### config.mk
export PLATFORM = sky130hd
export DESIGN_NAME = rect_overlay_scheduler
export DESIGN_NICKNAME = d
export VERILOG_FILES = /design/src/rtl/rect_overlay_scheduler.sv
export SDC_FILE = /design/constraint.sdc
export NUM_CORES = 1
export LEC_CHECK = 0
export ABC_CLOCK_PERIOD_IN_PS = 18200
export CAP_MARGIN = 20
export CORE_UTILIZATION = 45
export CTS_CLUSTER_DIAMETER = 120
export DETAILED_ROUTE_END_ITERATION = 12
export PLACE_DENSITY = 0.69
export SLEW_MARGIN = 30
export SYNTH_ARGS = -nofsm -noshare
export SYNTH_HDL_FRONTEND = slang
export SYNTH_SLANG_ARGS = --single-unit
### constraint.sdc
create_clock -name sys_clk -period 18.2 [get_ports sys_clk]
set_input_delay 3.64 -clock sys_clk [delete_from_list [all_inputs] [get_ports sys_clk]]
set_output_delay 3.64 -clock sys_clk [all_outputs]
set_load 0.005 [all_outputs]
### src/rtl/rect_overlay_scheduler.sv
// Per-frame scheduler: snapshots the detector rectangle list on frame start and
// issues the non-empty, non-degenerate slots to the text renderer in ascending y1 order.
module rect_overlay_scheduler #(
   parameter int         RECT_N      = 8,
   parameter int         IDX_W       = 3,
   parameter logic [3:0] EMPTY_LABEL = 4'hF
) (
   input  logic                  sys_clk,
   input  logic                  sys_rst_n,
   input  logic                  i_frame_start,
   input  logic [RECT_N*4-1:0]   i_label,
   input  logic [RECT_N*32-1:0]  i_item,
   output logic                  o_desc_valid,
   input  logic                  i_desc_ready,
   output logic [IDX_W-1:0]      o_desc_idx,
   output logic [3:0]            o_desc_label,
   output logic [31:0]           o_desc_item,
   output logic                  o_busy,
   output logic                  o_frame_done,
   output logic [IDX_W:0]        o_desc_cnt
);

   typedef enum logic [1:0] {IDLE, SEL, ISSUE, DONE} state_t;

   state_t               state, state_nxt;
   logic [RECT_N*4-1:0]  shadow_label;
   logic [RECT_N*32-1:0] shadow_item;
   logic [RECT_N-1:0]    issued;
   logic [RECT_N-1:0]    eligible;
   logic                 pick_found;
   logic [IDX_W-1:0]     pick_idx;
   logic [7:0]           pick_y1;
   logic [3:0]           pick_label;
   logic [31:0]          pick_item;
   logic                 xfer;

   function automatic logic [IDX_W:0] sat_inc(input logic [IDX_W:0] c);
      if (c >= (IDX_W+1)'(RECT_N))
         return (IDX_W+1)'(RECT_N);
      else
         return c + (IDX_W+1)'(1);
   endfunction

   assign xfer         = o_desc_valid & i_desc_ready;
   assign o_busy       = (state != IDLE);
   assign o_frame_done = (state == DONE);

   // Item layout is {x1,y1,x2,y2}; an entry needs a real label and positive extent.
   always_comb begin
      eligible = '0;
      for (int k = 0; k < RECT_N; k++) begin
         eligible[k] = (shadow_label[4*k +: 4] != EMPTY_LABEL)
                    && (shadow_item[32*k+8 +: 8] > shadow_item[32*k+24 +: 8])
                    && (shadow_item[32*k +: 8] > shadow_item[32*k+16 +: 8])
                    && !issued[k];
      end
   end

   // Strict less-than keeps the lowest index on equal y1.
   always_comb begin
      pick_found = 1'b0;
      pick_idx   = '0;
      pick_y1    = '0;
      pick_label = '0;
      pick_item  = '0;
      for (int k = 0; k < RECT_N; k++) begin
         if (eligible[k] && (!pick_found || (shadow_item[32*k+16 +: 8] < pick_y1))) begin
            pick_found = 1'b1;
            pick_idx   = IDX_W'(k);
            pick_y1    = shadow_item[32*k+16 +: 8];
            pick_label = shadow_label[4*k +: 4];
            pick_item  = shadow_item[32*k +: 32];
         end
      end
   end

   always_comb begin
      state_nxt = state;
      case (state)
         IDLE:    state_nxt = IDLE;
         SEL:     state_nxt = pick_found ? ISSUE : DONE;
         ISSUE:   if (xfer) state_nxt = SEL;
         DONE:    state_nxt = IDLE;
         default: state_nxt = IDLE;
      endcase
      if (i_frame_start)
         state_nxt = SEL;
   end

   always_ff @(posedge sys_clk) begin
      if (!sys_rst_n)
         state <= IDLE;
      else
         state <= state_nxt;
   end

   // Selection stage -> issue stage: descriptor registers held until the transfer.
   always_ff @(posedge sys_clk) begin
      if (!sys_rst_n) begin
         shadow_label <= '0;
         shadow_item  <= '0;
         issued       <= '0;
         o_desc_valid <= 1'b0;
         o_desc_idx   <= '0;
         o_desc_label <= '0;
         o_desc_item  <= '0;
         o_desc_cnt   <= '0;
      end else if (i_frame_start) begin
         shadow_label <= i_label;
         shadow_item  <= i_item;
         issued       <= '0;
         o_desc_valid <= 1'b0;
         o_desc_cnt   <= '0;
      end else begin
         if (state == SEL && pick_found) begin
            o_desc_idx   <= pick_idx;
            o_desc_label <= pick_label;
            o_desc_item  <= pick_item;
            o_desc_valid <= 1'b1;
         end
         if (state == ISSUE && xfer) begin
            issued[o_desc_idx] <= 1'b1;
            o_desc_cnt         <= sat_inc(o_desc_cnt);
            o_desc_valid       <= 1'b0;
         end
      end
   end

endmodule

After elaboration in Yosys (flattened, before gate mapping)
Cells that the tools add are included.
Cells by class
  $add $sub $neg: 1
  mux-type cells: 45
  bitwise operators: 4
  reductions and logical operators: 62
  order comparisons: 26
  equal/unequal tests: 13
Operator list (count)
  $mux 32: 8
  $gt 8x8->1: 16
  $lt 8x8->1: 7
  $mux 8: 7
  $mux 4: 9
  $logic_and 1x1->1: 34
  $ne 4x4->1 const B: 8
  $mux 3: 6
  $logic_not 1->1: 15
  $mux 1: 12
  $or 8x8->8: 1
  $logic_or 1x1->1: 7
  $pmux 2 s3: 1
  $add 4x1->4 const B: 1
  $eq 2x2->1 const B: 2
  $ge 4x4->1 const B: 1
  $lt 3x4->1 const B: 1
  $reduce_or 2->1: 2
  $demux 1 s3: 1
  $ge 3x1->1 const B: 1
  $ne 3x3->1 const B: 1
  $reduce_or 3->1: 1
  $eq 2x1->1 const B: 1
  $logic_not 2->1: 1
  other kinds (6): 7
Storage, ports and cells
  bits in registers: 342
  input port bits: 292
  word-level logic and storage cells: 161

Depth between registers and ports, before layout
Gate-level depths: netlist of the first run.
  depth in word-level cells: 36
  depth in mapped cells: 83
  depth with buffers taken out: 76

Worst setup path after synthesis of the first run
No wires, ideal clock.
  kind: reg-to-reg
  from: register shadow_item[25]
  to: register o_desc_item[24]
  required time: 18.078 ns
  arrival time: 14.115 ns
  period minus slack after synthesis: 14.237 ns
  buffers on the path: 7
  setup slack: 3.963 ns
  cell stages (with the launch flop): 80
  setup time: 0.122 ns
  cells stage by stage: dfxtp_1 > inv_1 > ha_1 > nor2b_1 > o211ai_2 > a21oi_1 > o32ai_1 > nor2_2 > nand2_1 > ha_1 > nand2_1 > o31ai_1 > a21oi_1 > or2_0 > o211a_1 > buf_4 > clkbuf_1 > nand2_1 > [44 not listed] > nand2b_1 > a21oi_1 > o21ai_0 > nand2b_1 > o31ai_4 > buf_2 > nand2_1 > o221a_1 > ha_1 > a21o_1 > a21o_1 > a21oi_1 > a211o_1 > o221ai_2 > a31oi_4 > nor2_2 > buf_2 > a221o_1
On the way
  longest elaborated chain between the ends: 35
  elaborated cells between the ends (all ways): 57
RTL lines
  from (decl): RTL line 27  | logic [RECT_N*32-1:0] shadow_item;
  from (signal assigned): RTL line 110  | shadow_item <= i_item;
  $gt 8x8->1 (*): RTL line 53  | && (shadow_item[32*k+8 +: 8] > shadow_item[32*k+24 +: 8])
  $logic_and 1x1->1 (*): RTL line 53
  $logic_and 1x1->1 (*): RTL line 54  | && (shadow_item[32*k +: 8] > shadow_item[32*k+16 +: 8])
  $logic_and 1x1->1 (*): RTL line 55  | && !issued[k];
  $mux 8 or $mux 1 (tied branches): RTL line 67  | if (eligible[k] && (!pick_found || (shadow_item[32*k+16 +: 8] < pick_y1))) begin
  $lt 8x8->1 or $logic_not 1->1 (tied branches): RTL line 67
  $logic_or 1x1->1: RTL line 67
  $logic_and 1x1->1: RTL line 67
  [19 not listed]
  $logic_and 1x1->1: RTL line 67
  $mux 8 or $mux 1 (tied branches): RTL line 67
  $lt 8x8->1 or $logic_not 1->1 (tied branches): RTL line 67
  $logic_or 1x1->1: RTL line 67
  $logic_and 1x1->1: RTL line 67
  $mux 1: RTL line 67
  $logic_and 1x1->1: RTL line 115  | if (state == SEL && pick_found) begin
  $reduce_and 2->1 (no line)
  to (signal assigned): RTL line 118  | o_desc_item <= pick_item;
  to (decl): RTL line 17  | output logic [31:0] o_desc_item,
Every way passes the cells marked *; elsewhere a longest branch is shown, timed or not.
A chain may end at the register's enable or synchronous reset.

Worst setup path after layout of the first run
  from: register shadow_item[30]
  to: register o_desc_item[3]
Same word-level chain as after synthesis.

==> results.md, run 1 <==
* Min cycle time layout at 17.02 ns
* Crit Path Class: flip-flop to flip-flop
* Setup crit start kind: flip-flop
* CP max-delay cell: o32ai_1
* FFs w/ async S/R, synth at 0
* Sw power at 0.7183 mW
* Drt initial violations at 1518
* Clock-pin slew on the worst setup and hold paths at 0.06 ns
* Most used cell, CP: ha_1
* Worst Path Required at 18.69 ns
* Layout cells sized above 1 at 0.06941
* Sw frac at 0.3103
* Metal2 WL at 31.56 mm
* Combinational share of power at 0.269
* RSZ-0062 raised after global routing: false
* Design Area, Final at 25660 sq um
* DR pass1 iterations at 9
* Final WS setup at 1.176 ns
* Die Span Y at 214.9 um
* Synth-to-layout area growth at 25.77%
* Clock network latency to the later pin of the worst-skew pair at 0.57 ns
* Max_cap viols at 0
* ANT nets after route at 0
* Remaining Overflow, GRT at 0
* Slew headroom at 0.3266
* Outcome: completed
* CP top delay family: compound AO/OA/AOI/OAI gates
* DRC viols at 0
* Max Used Layer: met5
* CP Buf/Inv Count at 8
* Skew final at 0.01706 ns
* Maximum vdd drop at 0.07988 mV
* Ant diodes at 0
* Flops & latches, synth at 342
* Clock share of power at 0.366
* Sequential area share after synthesis at 0.3356
* Die Span X at 214.9 um
* IO Port Bufs at 337
* Mean post-synth cell area at 9.289 sq um
* Rows at 77
* Number of global-route vias before repair at 17150
* CP Max Fanout at 51
* Final setup TNS at 0 ns
* Vias post-DR at 17160
* Pint at 1.597 mW
* Clock root buffer: clkbuf_16
* Largest net degree at the start of global routing at 135
* Largest stage delay, worst path at 0.59 ns
* CTS buffer count at 38
* Tcrit/Tclk final at 0.9354
* Final GP Congestion at 0.9959
* Ports at 338
* Setup WS pre-CTS at 0.4598 ns
* Vias per inst at 5.539
* Met3 WL at 3.586 mm
* FMAX at 58.74 MHz
* Nets@finish at 2948
* Final Max Slew Viols at 0
* CTS sink count at 342
* Final core occ at 0.5764
* WL/cell at 22.15 um
* Synth Cell Area at 20400 sq um
* Crit path DAT at 17.52 ns
* Final hold violations at 0
* Synth Flop Type: dfxtp_1
* Cell count after synthesis at 2196
* P per Cell Area at 90.23 nW/um^2
* Core box area at 44510 sq um
* Die ar. at 46180 sq um
* # setup viols final at 0
* Post-DP HPWL at 54.10 mm
* Post-synthesis cell type count at 80
* Mapped Nets at 2667
* Least-Margin Pin Slew at 1.010 ns
* Yosys warnings at 0
* TritonCTS clock tree: yes
* Placed Area at 24240 sq um
* Leakage power at 10.77 nW
* Initial core utilization at 0.4583
* Gr usage total at 0.2911
* Seq pwr share at 0.365
* DRT Wirelength at 68.65 mm
* CP Capture Type: flip-flop
* Global-route wire length before repair at 102.6 mm
* CTS H-Tree Depth at 2
* Hold crit path type: flip-flop to flip-flop
* Initial antenna violation count at 1
* Clock buffer depth at 3
* Wire length on met1 at 30.42 mm
* Post-synth EDFFs at 0
==> area by class of cell <==
cell class	instances	area, sq um
clock buffers	56	1142
clock inverters	14	230.2
fillers	3964	18850
inverters	154	578.1
multi-input cells	1585	12560
flip-flops and latches	342	6847
well taps	592	740.7
repair buffers	356	3558
==> cells by family (layout without fill, tap and decap cells) <==
logic type	after synthesis	after routing	synth area share
AO/OA/AOI/OAI	342	343	0.1243
adder cells (fa/ha/maj)	179	179	0.1098
buffers and inverters	270	580	0.05263
flip-flops	342	342	0.3356
multiplexers	395	395	0.2000
AND/OR/NAND/NOR	668	668	0.1776
==> path summary, 6_finish.rpt <==
kind | startpoint | to | slack (ns) | cells after the start
hold / removal | o_desc_item[16] | o_desc_item[16] | 0.48 | 2
hold reg to reg | o_desc_item[16] | o_desc_item[16] | 0.48 | 2
setup / recovery | shadow_item[30] | o_desc_item[3] | 1.18 | 75
setup reg to reg | shadow_item[30] | o_desc_item[3] | 1.18 | 75
==> synthesized netlist by cell type, drive strengths merged (3+ instances only) <==
cell type  count  area, sq um
dfxtp        342         6847
mux2i        342         3446
nor2b        311         1946
ha           179         2240
nand2        169        634.4
inv          154        578.1
o21ai         77        392.9
a21oi         65        325.3
clkbuf        63        236.5
nor2          58        222.7
buf           53        259.0
mux2          53        634.3
nand4         32        200.2
and2          31        193.9
o221ai        30        269.0
a221o         29        290.3
o21a          28        210.2
a21o          18        135.1
nand3         18        90.09
a41oi         17        148.9
nand2b        15        93.84
o31ai         13        116.4
nor3          11        66.32
a211oi         9        92.59
o211ai         9        72.57
o221a          8        90.08
a31oi          6        52.55
and3           6        37.54
a211o          4        35.03
or3            4        25.02
a221oi         3        38.79
a32oi          3        45.05
o211a          3        30.03
or2            3        18.77
==> power groups by stage <==
stage / Clock, mW / Combinational (mW) / Sequential (mW)
3_3_place_gp: 0 / 0.591 / 0.857
5_1_grt: 0.889 / 0.672 / 0.847
2_1_floorplan: 0 / 0.403 / 0.833
3_5_place_dp: 0 / 0.606 / 0.858
4_1_cts: 0.859 / 0.610 / 0.842
6_report: 0.848 / 0.623 / 0.844
==> registers in the layout, summed over array words and instances (netlist names) <==
name and count:
issued 8, o_desc_cnt 4, o_desc_idx 3, o_desc_item 32, o_desc_label 4, o_desc_valid 1
shadow_item 256, shadow_label 32, state 2
==> metal layers <==
layer / track usage / up-vias
met4: 0.1262 / 2
met3: 0.04317 / 157
met5: 0 / -
met1: 0.3756 / 8155
met2: 0.4817 / 573
li1: - / 8277
==> cells in the final DEF, fill, tap and decap left out, drive strengths merged, types with 18 or more instances in the layout <==
cell type      instances
o21ai                 77
o21a                  28
a21oi                 65
buf                   21
ha                   179
nand4                 32
a21o                  18
nor2b                311
a221o                 29
nand3                 18
dfxtp                342
mux2                  53
mux2i                342
clkbuf                56
clkdlybuf4s50        335
nor2                  58
o221ai                30
and2                  31
inv                  155
nand2                169
==> repair_timing <==
item / in CTS / in global routing
setup endpoints to repair: 0 / 39
setup buffers: 0 / 0
hold buffers: 0 / 0
resized for setup: 0 / 4
==> metrics by stage <==
| stage | hold slack (ns) | total power, mW | cells |
|---|---|---|---|
| after floorplan | 0.4376 | 1.236 | 2196 |
| after global placement | 0.4450 | 1.449 | 3027 |
| after detailed placement | 0.4640 | 1.464 | 3028 |
| after CTS | 0.4795 | 2.311 | 3098 |
| after global routing | 0.5089 | 2.408 | 3099 |
| final | 0.4839 | 2.315 | 3099 |
==> worst reg2reg max path, delay by kind of cell, from the launching register on <==
| kind | cells | cell delay, ns |
|---|---|---|
| compound gates | 40 | 9.59 |
| simple gates | 16 | 2.21 |
| fa+ha+maj | 8 | 1.97 |
| buf+inv | 8 | 1.82 |
| mux | 3 | 1.04 |
| flops | 1 | 0.35 |
(Power assumes the default switching activity.)
==> run 2, diff against run 1 <==
ABC_CLOCK_PERIOD_IN_PS = 14870   (was 18200)
PLACE_DENSITY = 0.72   (was 0.69)
clock period = 14.87 ns   (was 18.2 ns; I/O delays follow)
==> run 2 against run 1 <==
Net effect: setup slack worse by 0.63 ns; routed wire length is 4.0% higher; cell count is 2.3% higher; critical path type unchanged.
==> results.md, run 2 (synthesis results as in run 1) <==
* Layout cells sized above 1 at 0.1079
* R2r endpoint: o_desc_label[0]
* Final Max Slew Viols at 0
* Filler Cell Count at 3861
* Clock buffer depth at 3
* CP Max Fanout at 14
* Worst hold path startpoint: o_desc_item[16]
* Min cycle time layout at 14.32 ns
* Largest net degree at the start of global routing at 135
* Nets@finish at 3018
* Clock network latency to the later pin of the worst-skew pair at 0.57 ns
* Clock root buffer: clkbuf_16
* DRT Wirelength at 71.41 mm
* Maximum vdd drop at 0.08772 mV
* Max reg flops at 256
* CP Capture Type: flip-flop
* Largest regs: shadow_item: 256 flops, o_desc_item: 32 flops, shadow_label: 32 flops
* Final GP Congestion at 0.9889
* Die ar. at 46180 sq um
* Vias per inst at 5.534
* Initial core utilization at 0.4583
* # setup viols final at 0
* Worst Path Required at 15.33 ns
* Remaining Overflow, GRT at 0
* Crit Path Class: flip-flop to flip-flop
* Hold crit path type: flip-flop to flip-flop
* Footprint of the multi-input gates at 12820 sq um
* FMAX at 69.83 MHz
* Placed Area at 24490 sq um
* Largest stage delay, worst path at 0.45 ns
* Drt initial violations at 1340
* Leakage power at 11.21 nW
* Max_cap viols at 0
* IO Port Bufs at 337
* Reg-to-reg slack, setup at 0.55 ns
* CTS sink count at 342
* FF-to-FF Start: shadow_item[17]
* Ports at 338
* Reg2Reg Depth at 71
* Die Span Y at 214.9 um
* Initial antenna violation count at 1
* P per Cell Area at 109.2 nW/um^2
* Design Area, Final at 26540 sq um
* Most common cell after layout, fill and taps aside: dfxtp_1
* Hold-critical path endpoint: o_desc_item[16]
* DRC viols at 0
* Die Span X at 214.9 um
* Most frequent cells in the layout: dfxtp_1, mux2i_1, clkdlybuf4s50_1
* ANT nets after route at 0
* Final core occ at 0.5963
* Setup WS pre-CTS at -0.4089 ns
* Ant diodes at 0
* Outcome: completed
* Vias post-DR at 17540
* Final WS setup at 0.5486 ns
* Rows at 77
* Final hold violations at 0
* Tcrit/Tclk final at 0.9631
* Setup crit start kind: flip-flop
* Most used cell, CP: ha_1
* Skew final at 0.02875 ns
* Number of global-route vias before repair at 17100
* Reg area at 6848 sq um
* Gr usage total at 0.2991
* Clock-pin slew on the worst setup and hold paths at 0.06 ns
* Crit path DAT at 14.78 ns
* DR pass1 iterations at 5
* CP max-delay cell: a2111o_1
* Most flop-heavy register: shadow_item
* TritonCTS clock tree: yes
* Core box area at 44510 sq um
* Final setup TNS at 0 ns
* CTS buffer count at 40
* Synth-to-layout area growth at 30.11%
* Global-route wire length before repair at 105.2 mm
* Post-DP HPWL at 55.34 mm
* Hold Crit Depth at 2
* CTS H-Tree Depth at 2
* Slew headroom at 0.3058
* WL/cell at 22.53 um
* Pwr Total at 2.898 mW
* Least-Margin Pin Slew at 1.041 ns
==> run 2: cell count changes in the layout (fill, tap and decap cells not counted), moves of 6 or more <==
cell,before,now
o21ai_2,2,8
a21oi_2,0,9
buf_4,16,64
buf_12,1,8
a21oi_1,65,56
o21ai_0,72,58
o21ai_1,3,10
buf_6,2,8
==> run 2: critical path, delay by kind of cell (launching register included) <==
family	cells	cell delay (ns)
AOI/OAI and AO/OA	33	7.19
adders and majority gates	8	2.19
buffers and inverters	10	1.30
DFF	1	0.34
muxes	3	0.84
and+or+nand+nor	17	2.33
==> run 2: worst max path at each step <==
stage                           end             from
finish              o_desc_label[0]  shadow_item[17]
global route        o_desc_item[30]  shadow_item[17]
CTS                 o_desc_label[2]  shadow_item[17]
detailed placement  o_desc_item[30]  shadow_item[17]
global placement    o_desc_label[2]  shadow_item[17]
floorplan           o_desc_item[24]  shadow_item[25]
==> run 2: layout make-up <==
cell class              instances  area share
clock buffers                  58     0.04413
clock inverters                14    0.006459
inverters                     154     0.02178
multi-input cells            1587      0.4829
flip-flops and latches        342      0.2580
well taps                     592     0.02791
repair buffers                422      0.1588
==> run 2: power by group <==
group / switching, mW / leakage, nW / internal, mW
clock network: 0.408 / 0.650 / 0.601
logic: 0.448 / 7.74 / 0.408
registers: 0.0646 / 2.82 / 0.969
==> run 2: timing repair <==
| action | CTS | global route |
|---|---|---|
| buffers inserted | 5 | 26 |
| cloned | 1 | 3 |
| endpoints found under the setup margin | 39 | 39 |
| resized for setup | 11 | 70 |
| hold buffers | 0 | 0 |
| pin swaps | 3 | 52 |
==> run 2: stage by stage <==
step,std cells,hold WS (ns)
final,3169,0.4526
after CTS,3137,0.4556
after detailed placement,3059,0.4422
after global placement,3059,0.4469
after floorplan,2196,0.4376
after global routing,3169,0.4870
==> run 2: metal layers <==
| metal | track usage | vias up | wire length (um) |
|---|---|---|---|
| met5 | 0 | - | 11 |
| met4 | 0.1207 | 2 | 2854 |
| met3 | 0.03482 | 141 | 3341 |
| met2 | 0.4970 | 561 | 33210 |
| met1 | 0.3932 | 8395 | 31990 |
| li1 | - | 8437 | - |
